<file path="config.mk">
export PLATFORM = sky130hd
export DESIGN_NAME = mem_bist_tester
export DESIGN_NICKNAME = d
export VERILOG_FILES = /design/src/rtl/mbt_pkg.sv /design/src/rtl/mbt_pattern_gen.sv /design/src/rtl/mem_bist_tester.sv
export SDC_FILE = /design/constraint.sdc
export NUM_CORES = 1
export LEC_CHECK = 0
export BUFFER_PORTS_ARGS = -buffer_cell sky130_fd_sc_hd__buf_4
export CORE_UTILIZATION = 45
export CTS_CLUSTER_SIZE = 24
export DETAILED_ROUTE_END_ITERATION = 16
export PLACE_DENSITY = 0.69
export RECOVER_POWER = 100
export SLEW_MARGIN = 10
export SYNTH_ARGS = -nofsm -noshare
export SYNTH_HDL_FRONTEND = slang
export SYNTH_SLANG_ARGS = --single-unit
</file>
<file path="constraint.sdc">
create_clock -name clock -period 2.31 [get_ports clock]
set_clock_uncertainty 0.2 [all_clocks]
set_input_delay 0.5775 -clock clock [delete_from_list [all_inputs] [get_ports clock]]
set_output_delay 0.5775 -clock clock [all_outputs]
set_load 0.01 [all_outputs]
</file>
<file path="src/rtl/mbt_pkg.sv">
// Shared types and helpers for the memory BIST tester.
//  - state_t  : tester FSM states
//  - PAT_*    : pattern codes understood by mbt_pattern_gen
//  - pick_pat : lowest set bit of a pattern mask at or above a start index
package mbt_pkg;

    typedef enum logic [2:0] {
        IDLE  = 3'd0,
        WRITE = 3'd1,
        READ  = 3'd2,
        DRAIN = 3'd3,
        DONE  = 3'd4
    } state_t;

    localparam int unsigned PW = 2;

    localparam logic [PW-1:0] PAT_ZERO  = 2'd0;
    localparam logic [PW-1:0] PAT_ONES  = 2'd1;
    localparam logic [PW-1:0] PAT_CHECK = 2'd2;
    localparam logic [PW-1:0] PAT_ADDR  = 2'd3;

    // Returns {found, index}; scanning downwards leaves the lowest qualifying bit.
    function automatic logic [2:0] pick_pat(input logic [3:0] mask, input logic [2:0] lo);
        logic [2:0] r;
        r = '0;
        for (int i = 3; i >= 0; i--) begin
            if (mask[i] && (3'(i) >= lo)) r = {1'b1, 2'(i)};
        end
        return r;
    endfunction

endpackage

</file>
<file path="src/rtl/mbt_pattern_gen.sv">
// Combinational expected-data generator for the memory BIST tester.
// Ports:
//  pat      in  2   pattern code (PAT_ZERO/ONES/CHECK/ADDR)
//  addr     in  AW  word address
//  expected out DW  data that pattern pat places at addr
module mbt_pattern_gen
    import mbt_pkg::*;
#(
    parameter int unsigned AW = 8,
    parameter int unsigned DW = 8
) (
    input  logic [PW-1:0] pat,
    input  logic [AW-1:0] addr,
    output logic [DW-1:0] expected
);

    // Checkerboard: bit 0 is 1 at even addresses; address pattern repeats addr bits.
    always_comb begin
        expected = '0;
        for (int i = 0; i < DW; i++) begin
            case (pat)
                PAT_ZERO:  expected[i] = 1'b0;
                PAT_ONES:  expected[i] = 1'b1;
                PAT_CHECK: expected[i] = addr[0] ^ (i % 2 == 0);
                default:   expected[i] = addr[i % AW];
            endcase
        end
    end

endmodule

</file>
<file path="src/rtl/mem_bist_tester.sv">
// Parametrised BIST tester for a synchronous 1R1W memory with 1-cycle read.
// Each enabled pattern runs a write pass, a read-verify pass and a drain cycle.
// Optional feature macro: MBT_FIRST_FAIL_EN (first-fail capture on ff_*).
// Ports:
//  clock, reset(async active-low), enable(stall when 0), start, abort, pat_mask
//  we/wra/wrd  : memory write port        rda/rdd : memory read port
//  busy/done/pass : run status            attempts/fails : per-pattern counts
//  ff_valid/ff_pat/ff_addr/ff_data : first-fail record (0 when feature off)
module mem_bist_tester
    import mbt_pkg::*;
#(
    parameter int unsigned AW   = 8,
    parameter int unsigned DW   = 8,
    parameter int unsigned NPAT = 4,
    parameter int unsigned CW   = AW + 1
) (
    input  logic                 clock,
    input  logic                 reset,
    input  logic                 enable,
    input  logic                 start,
    input  logic                 abort,
    input  logic [NPAT-1:0]      pat_mask,
    output logic                 we,
    output logic [AW-1:0]        wra,
    output logic [DW-1:0]        wrd,
    output logic [AW-1:0]        rda,
    input  logic [DW-1:0]        rdd,
    output logic                 busy,
    output logic                 done,
    output logic                 pass,
    output logic [NPAT*CW-1:0]   attempts,
    output logic [NPAT*CW-1:0]   fails,
    output logic                 ff_valid,
    output logic [PW-1:0]        ff_pat,
    output logic [AW-1:0]        ff_addr,
    output logic [DW-1:0]        ff_data
);

    state_t          state, state_nxt;
    logic [AW-1:0]   addr, addr_nxt;
    logic [PW-1:0]   pat, pat_nxt;
    logic [DW-1:0]   expected_c, exp_q;
    logic            cmp_pending, any_fail;
    logic            clear_c, empty_c, wr_c, rd_c, finish_c, cmp_c, miss_c;
    logic [2:0]      first_c, next_c;

    mbt_pattern_gen #(.AW(AW), .DW(DW)) u_gen (
        .pat      (pat),
        .addr     (addr),
        .expected (expected_c)
    );

    // The address counter is presented directly so the memory samples it on the issuing edge.
    assign rda = addr;

    assign first_c = pick_pat(4'(pat_mask), 3'd0);
    assign next_c  = pick_pat(4'(pat_mask), {1'b0, pat} + 3'd1);

    // Compare stage: a pending read completes on the next clock unless aborted.
    assign cmp_c  = cmp_pending && !abort;
    assign miss_c = cmp_c && (rdd != exp_q);

    // State register.
    always_ff @(posedge clock or negedge reset) begin
        if (!reset) begin
            state <= IDLE;
            addr  <= '0;
            pat   <= '0;
        end else begin
            state <= state_nxt;
            addr  <= addr_nxt;
            pat   <= pat_nxt;
        end
    end

    // Next-state and control decode; abort outranks everything, enable=0 freezes.
    always_comb begin
        state_nxt = state;
        addr_nxt  = addr;
        pat_nxt   = pat;
        clear_c   = 1'b0;
        empty_c   = 1'b0;
        wr_c      = 1'b0;
        rd_c      = 1'b0;
        finish_c  = 1'b0;
        if (abort) begin
            state_nxt = IDLE;
            addr_nxt  = '0;
        end else if (enable) begin
            case (state)
                IDLE, DONE: begin
                    if (start) begin
                        clear_c  = 1'b1;
                        addr_nxt = '0;
                        if (first_c[2]) begin
                            pat_nxt   = first_c[1:0];
                            state_nxt = WRITE;
                        end else begin
                            empty_c   = 1'b1;
                            state_nxt = DONE;
                        end
                    end
                end
                WRITE: begin
                    wr_c     = 1'b1;
                    addr_nxt = addr + AW'(1);
                    if (addr == '1) state_nxt = READ;
                end
                READ: begin
                    rd_c     = 1'b1;
                    addr_nxt = addr + AW'(1);
                    if (addr == '1) state_nxt = DRAIN;
                end
                DRAIN: begin
                    if (next_c[2]) begin
                        pat_nxt   = next_c[1:0];
                        state_nxt = WRITE;
                    end else begin
                        finish_c  = 1'b1;
                        state_nxt = DONE;
                    end
                end
                default: state_nxt = IDLE;
            endcase
        end
    end

    // Memory ports, compare pipeline, counters and status.
    always_ff @(posedge clock or negedge reset) begin
        if (!reset) begin
            we          <= 1'b0;
            wra         <= '0;
            wrd         <= '0;
            exp_q       <= '0;
            cmp_pending <= 1'b0;
            any_fail    <= 1'b0;
            attempts    <= '0;
            fails       <= '0;
            busy        <= 1'b0;
            done        <= 1'b0;
            pass        <= 1'b0;
        end else begin
            we          <= wr_c;
            cmp_pending <= rd_c;
            if (wr_c) begin
                wra <= addr;
                wrd <= expected_c;
            end
            if (rd_c) exp_q <= expected_c;
            if (clear_c) begin
                attempts <= '0;
                fails    <= '0;
                any_fail <= 1'b0;
                busy     <= !empty_c;
                done     <= empty_c;
                pass     <= empty_c;
            end else begin
                for (int p = 0; p < NPAT; p++) begin
                    if (cmp_c && (pat == PW'(p))) begin
                        attempts[p*CW +: CW] <= attempts[p*CW +: CW] + CW'(1);
                        if (miss_c) fails[p*CW +: CW] <= fails[p*CW +: CW] + CW'(1);
                    end
                end
                if (miss_c) any_fail <= 1'b1;
                if (abort) begin
                    busy <= 1'b0;
                    done <= 1'b0;
                    pass <= 1'b0;
                end else if (finish_c) begin
                    // The last compare lands on this same edge, so fold it in here.
                    busy <= 1'b0;
                    done <= 1'b1;
                    pass <= !(any_fail || miss_c);
                end
            end
        end
    end

`ifdef MBT_FIRST_FAIL_EN
    logic [AW-1:0] cmp_addr;

    // First-fail capture; later mismatches leave the record untouched.
    always_ff @(posedge clock or negedge reset) begin
        if (!reset) begin
            cmp_addr <= '0;
            ff_valid <= 1'b0;
            ff_pat   <= '0;
            ff_addr  <= '0;
            ff_data  <= '0;
        end else begin
            if (rd_c) cmp_addr <= addr;
            if (clear_c) begin
                ff_valid <= 1'b0;
                ff_pat   <= '0;
                ff_addr  <= '0;
                ff_data  <= '0;
            end else if (miss_c && !ff_valid) begin
                ff_valid <= 1'b1;
                ff_pat   <= pat;
                ff_addr  <= cmp_addr;
                ff_data  <= rdd;
            end
        end
    end
`else
    assign ff_valid = 1'b0;
    assign ff_pat   = '0;
    assign ff_addr  = '0;
    assign ff_data  = '0;
`endif

endmodule

</file>
==> results.md <==
- Post-DR wirelength/cell: 15.0 µm
- Seq/Total Area, Yosys: 0.497
- Hold Crit Start: wrd[6]
- Hold Path Class: flop to flop
- Layout cells sized above 1: 0.112
- Die Y: 115 µm
- Synth Flop Type: dfrtp_1
- Filler cells: 1,174
- Synth async-reset ratio: 1.00
- FF-to-FF setup slack: 0.15 ns
- Die Area: 13,300 µm²
- Largest net degree at the start of global routing: 116
- RSZ-0062 raised after global routing: false
- Post-route ant nets: 0
- P per Cell Area: 879 nW/µm²
- CTS buffer count: 17
- Reg2reg start: exp_q[5]
- Overall Global Routing Usage: 0.221
- Largest family of logic cells by synthesized area: simple AND/OR/NAND/NOR gates
- Status: complete, but fails checks
- Hpwl dp: 9950 µm
- Crit path launch type: flop
- Clk sinks: 115
- Worst slew margin: -0.0457
- Compound-Gate Fraction of Synth Area: 0.126
- Crit path DAT: 2.28 ns
- Final GP Congestion: 0.871
- MaxCap Viol Count: 1
- Area Growth Syn to Fin: 23.2%
- Worst-path fanout max: 11
- IR drop worst, VDD: 0.000549 V
- Clock Pin Slew Worst Setup and Hold Paths: 0.05 ns
- Die W: 115 µm
- H-tree depth: 4
- Setup TNS: 0 ns
- Vias per cell: 5.33
- Period Utilization, post-route: 0.934
- DR iter-0 viols: 341
- Layout Utilization: 0.568
- Clk Latency, worst-skew pair: 0.42 ns
- Worst hold stages: 2
- Synth Area in XOR/XNOR: 0.0846
- Post-synthesis adder-cell area fraction: 0.0194
- Worst slew pin tran: 1.57 ns
- # hold bufs at CTS: 0
- CTS tree: done
- Initial core utilization: 0.461
- Fin crit period: 2.16 ns
- Levels on crit path: 6
- Max Buffers Root-to-Sink: 2
- Vias in the first global route: 4,655
- First-pass GRT wire length: 22,700 µm
- Non-Filler Instances: 932
- Mapped cell area: 5800 µm²
- Worst r2r path cells: 6
- Clock Tree Root: clkbuf_16
- Routed via count: 4,968
- Final WL: 14,000 µm
- Final number of max-transition violations: 116
- Ys Warns: 0
- Post-synth EDFFs: 0
- Syn Area/Cell: 9.56 µm²
- Crit path cell chain: xnor2_1 > nand4_1 > o21ai_0 > clkbuf_2 > or4_1 > a21oi_1
- Setup Viol. Count Final: 0
- Crit Path Category: flop to flop
- Port Buf Inserts: 116
- Worst EP required: 2.43 ns
- P_leak: 3.24 nW
- WP buf/inv: 1
- DR pass1 iterations: 5
- FMAX: 463 MHz
- Resize count post-CTS: 0
- Fin Hold WS: 0.288 ns
- Final net count: 774
- Fin. Hold Viols: 0
- Slowest stage cell, crit path: or4_1
- Core area: 12,600 µm²
- Mapped Cells: 606
- Io pins: 136
- Initial antenna violation count: 0
- Hold Path Sink: wrd[6]
- Post-CTS Setup Repair Bufs: 0
- Post-synthesis simple-gate area fraction: 0.197
- FP Rows: 41
- Synth Register Bits: 115
- Overall Power: 6.28 mW
- Failing checks: max-capacitance violations, max-slew violations
- Top Family by Delay on Critical Path: simple AND/OR/NAND/NOR gates
- DRC viols: 0
- Crit end category: flop
- Placed insts: 901
- Post-synthesis mux area share: 0.0225
- Unique masters post-synth: 50
- N_diodes: 0
- Max incr delay on CP: 0.53 ns
- Reg2reg end: fails[17]
- GRT overflow: 0
==> registers in the layout (all words and copies together) (netlist names) <==
register and cells:
we 1, attempts 36, wrd 8, pass 1
cmp_pending 1, wra 8, exp_q 8, pat 2
fails 36, rda 8, any_fail 1, state 3
done 1, busy 1
==> stage by stage <==
step           worst slack (ns)  cell area, µm²
2_1_floorplan            0.0497            5860
3_3_place_gp           -0.00863            6980
3_5_place_dp            -0.0503            6980
4_1_cts                   0.185            7570
5_1_grt                  0.0426            7140
6_report                  0.152            7140
==> cells by family (layout without fill, tap and decap cells) <==
kind of cell | after synthesis | count (layout)
buf+inv | 57 | 193
fa+ha+maj | 9 | 9
flops | 115 | 115
other cells | 1 | 19
compound gates | 124 | 124
xor+xnor | 56 | 56
simple gates | 232 | 232
mux | 12 | 12
==> report_power, final <==
part	internal, mW	total (mW)	switching, mW
registers	2.25	2.46	0.214
clock network	1.70	2.56	0.857
logic	0.491	1.26	0.767
total	4.44	6.28	1.84
==> cell usage after synthesis, types with 5 or more instances <==
cell type,number,share of area
a211oi_1,5,0.0065
a21oi_1,27,0.023
and3_1,11,0.012
buf_2,13,0.011
buf_4,19,0.025
clkbuf_1,14,0.0091
dfrtp_1,115,0.50
ha_1,9,0.019
inv_1,10,0.0065
mux2_2,8,0.016
nand2_1,68,0.044
nand2b_1,8,0.0086
nand3_1,16,0.014
nand4_1,17,0.018
nor2_1,65,0.042
nor3_1,7,0.0060
o211ai_1,10,0.013
o21ai_0,58,0.050
o31ai_1,6,0.0078
or3_1,12,0.013
or4_1,11,0.014
xnor2_1,24,0.036
xor2_1,32,0.048
==> worst max path at each step <==
stage               startpoint      endpoint  slack, ns
detailed placement       abort      fails[5]      -0.05
floorplan                abort      fails[8]       0.05
global route          state[1]  attempts[18]       0.04
finish                exp_q[5]     fails[17]       0.15
global placement         abort      fails[8]     -0.009
CTS                     pat[0]      fails[5]       0.18
==> tightest hold or removal path: cells and delay by family (launching register included) <==
kind               cells  cell delay [ns]
DFF                    1             0.34
and+or+nand+nor        1             0.05
AOI/OAI and AO/OA      1             0.06
==> area by class of cell <==
type                    count  area (µm²)  area share
flip-flops and latches    115        2880       0.403
multi-input cells         452        2690       0.376
repair buffers            152         734       0.103
clock buffers              28         547      0.0766
well taps                 172         215      0.0301
clock inverters             3        40.0     0.00561
inverters                  10        37.5     0.00526
==> cell usage in the layout (no fill, tap or decap), types with 19 or more instances in the layout <==
| master | netlist | final |
|---|---|---|
| conb_1 | 1 | 19 |
| a21oi_1 | 27 | 27 |
| clkbuf_1 | 14 | 110 |
| dfrtp_1 | 115 | 115 |
| o21ai_0 | 58 | 58 |
| xnor2_1 | 24 | 24 |
| xor2_1 | 32 | 32 |
| nor2_1 | 65 | 65 |
| buf_4 | 19 | 39 |
| nand2_1 | 68 | 68 |
==> per-layer routing <==
metal,up-vias,part of all wire,global-route usage,wire length [µm]
met5,-,0,0,0
met4,0,0.015,0.0900,212
met3,20,0.066,0.0581,931
met2,177,0.48,0.358,6730
met1,2395,0.44,0.283,6140
li1,2376,-,-,-
(Power assumes the default switching activity.)
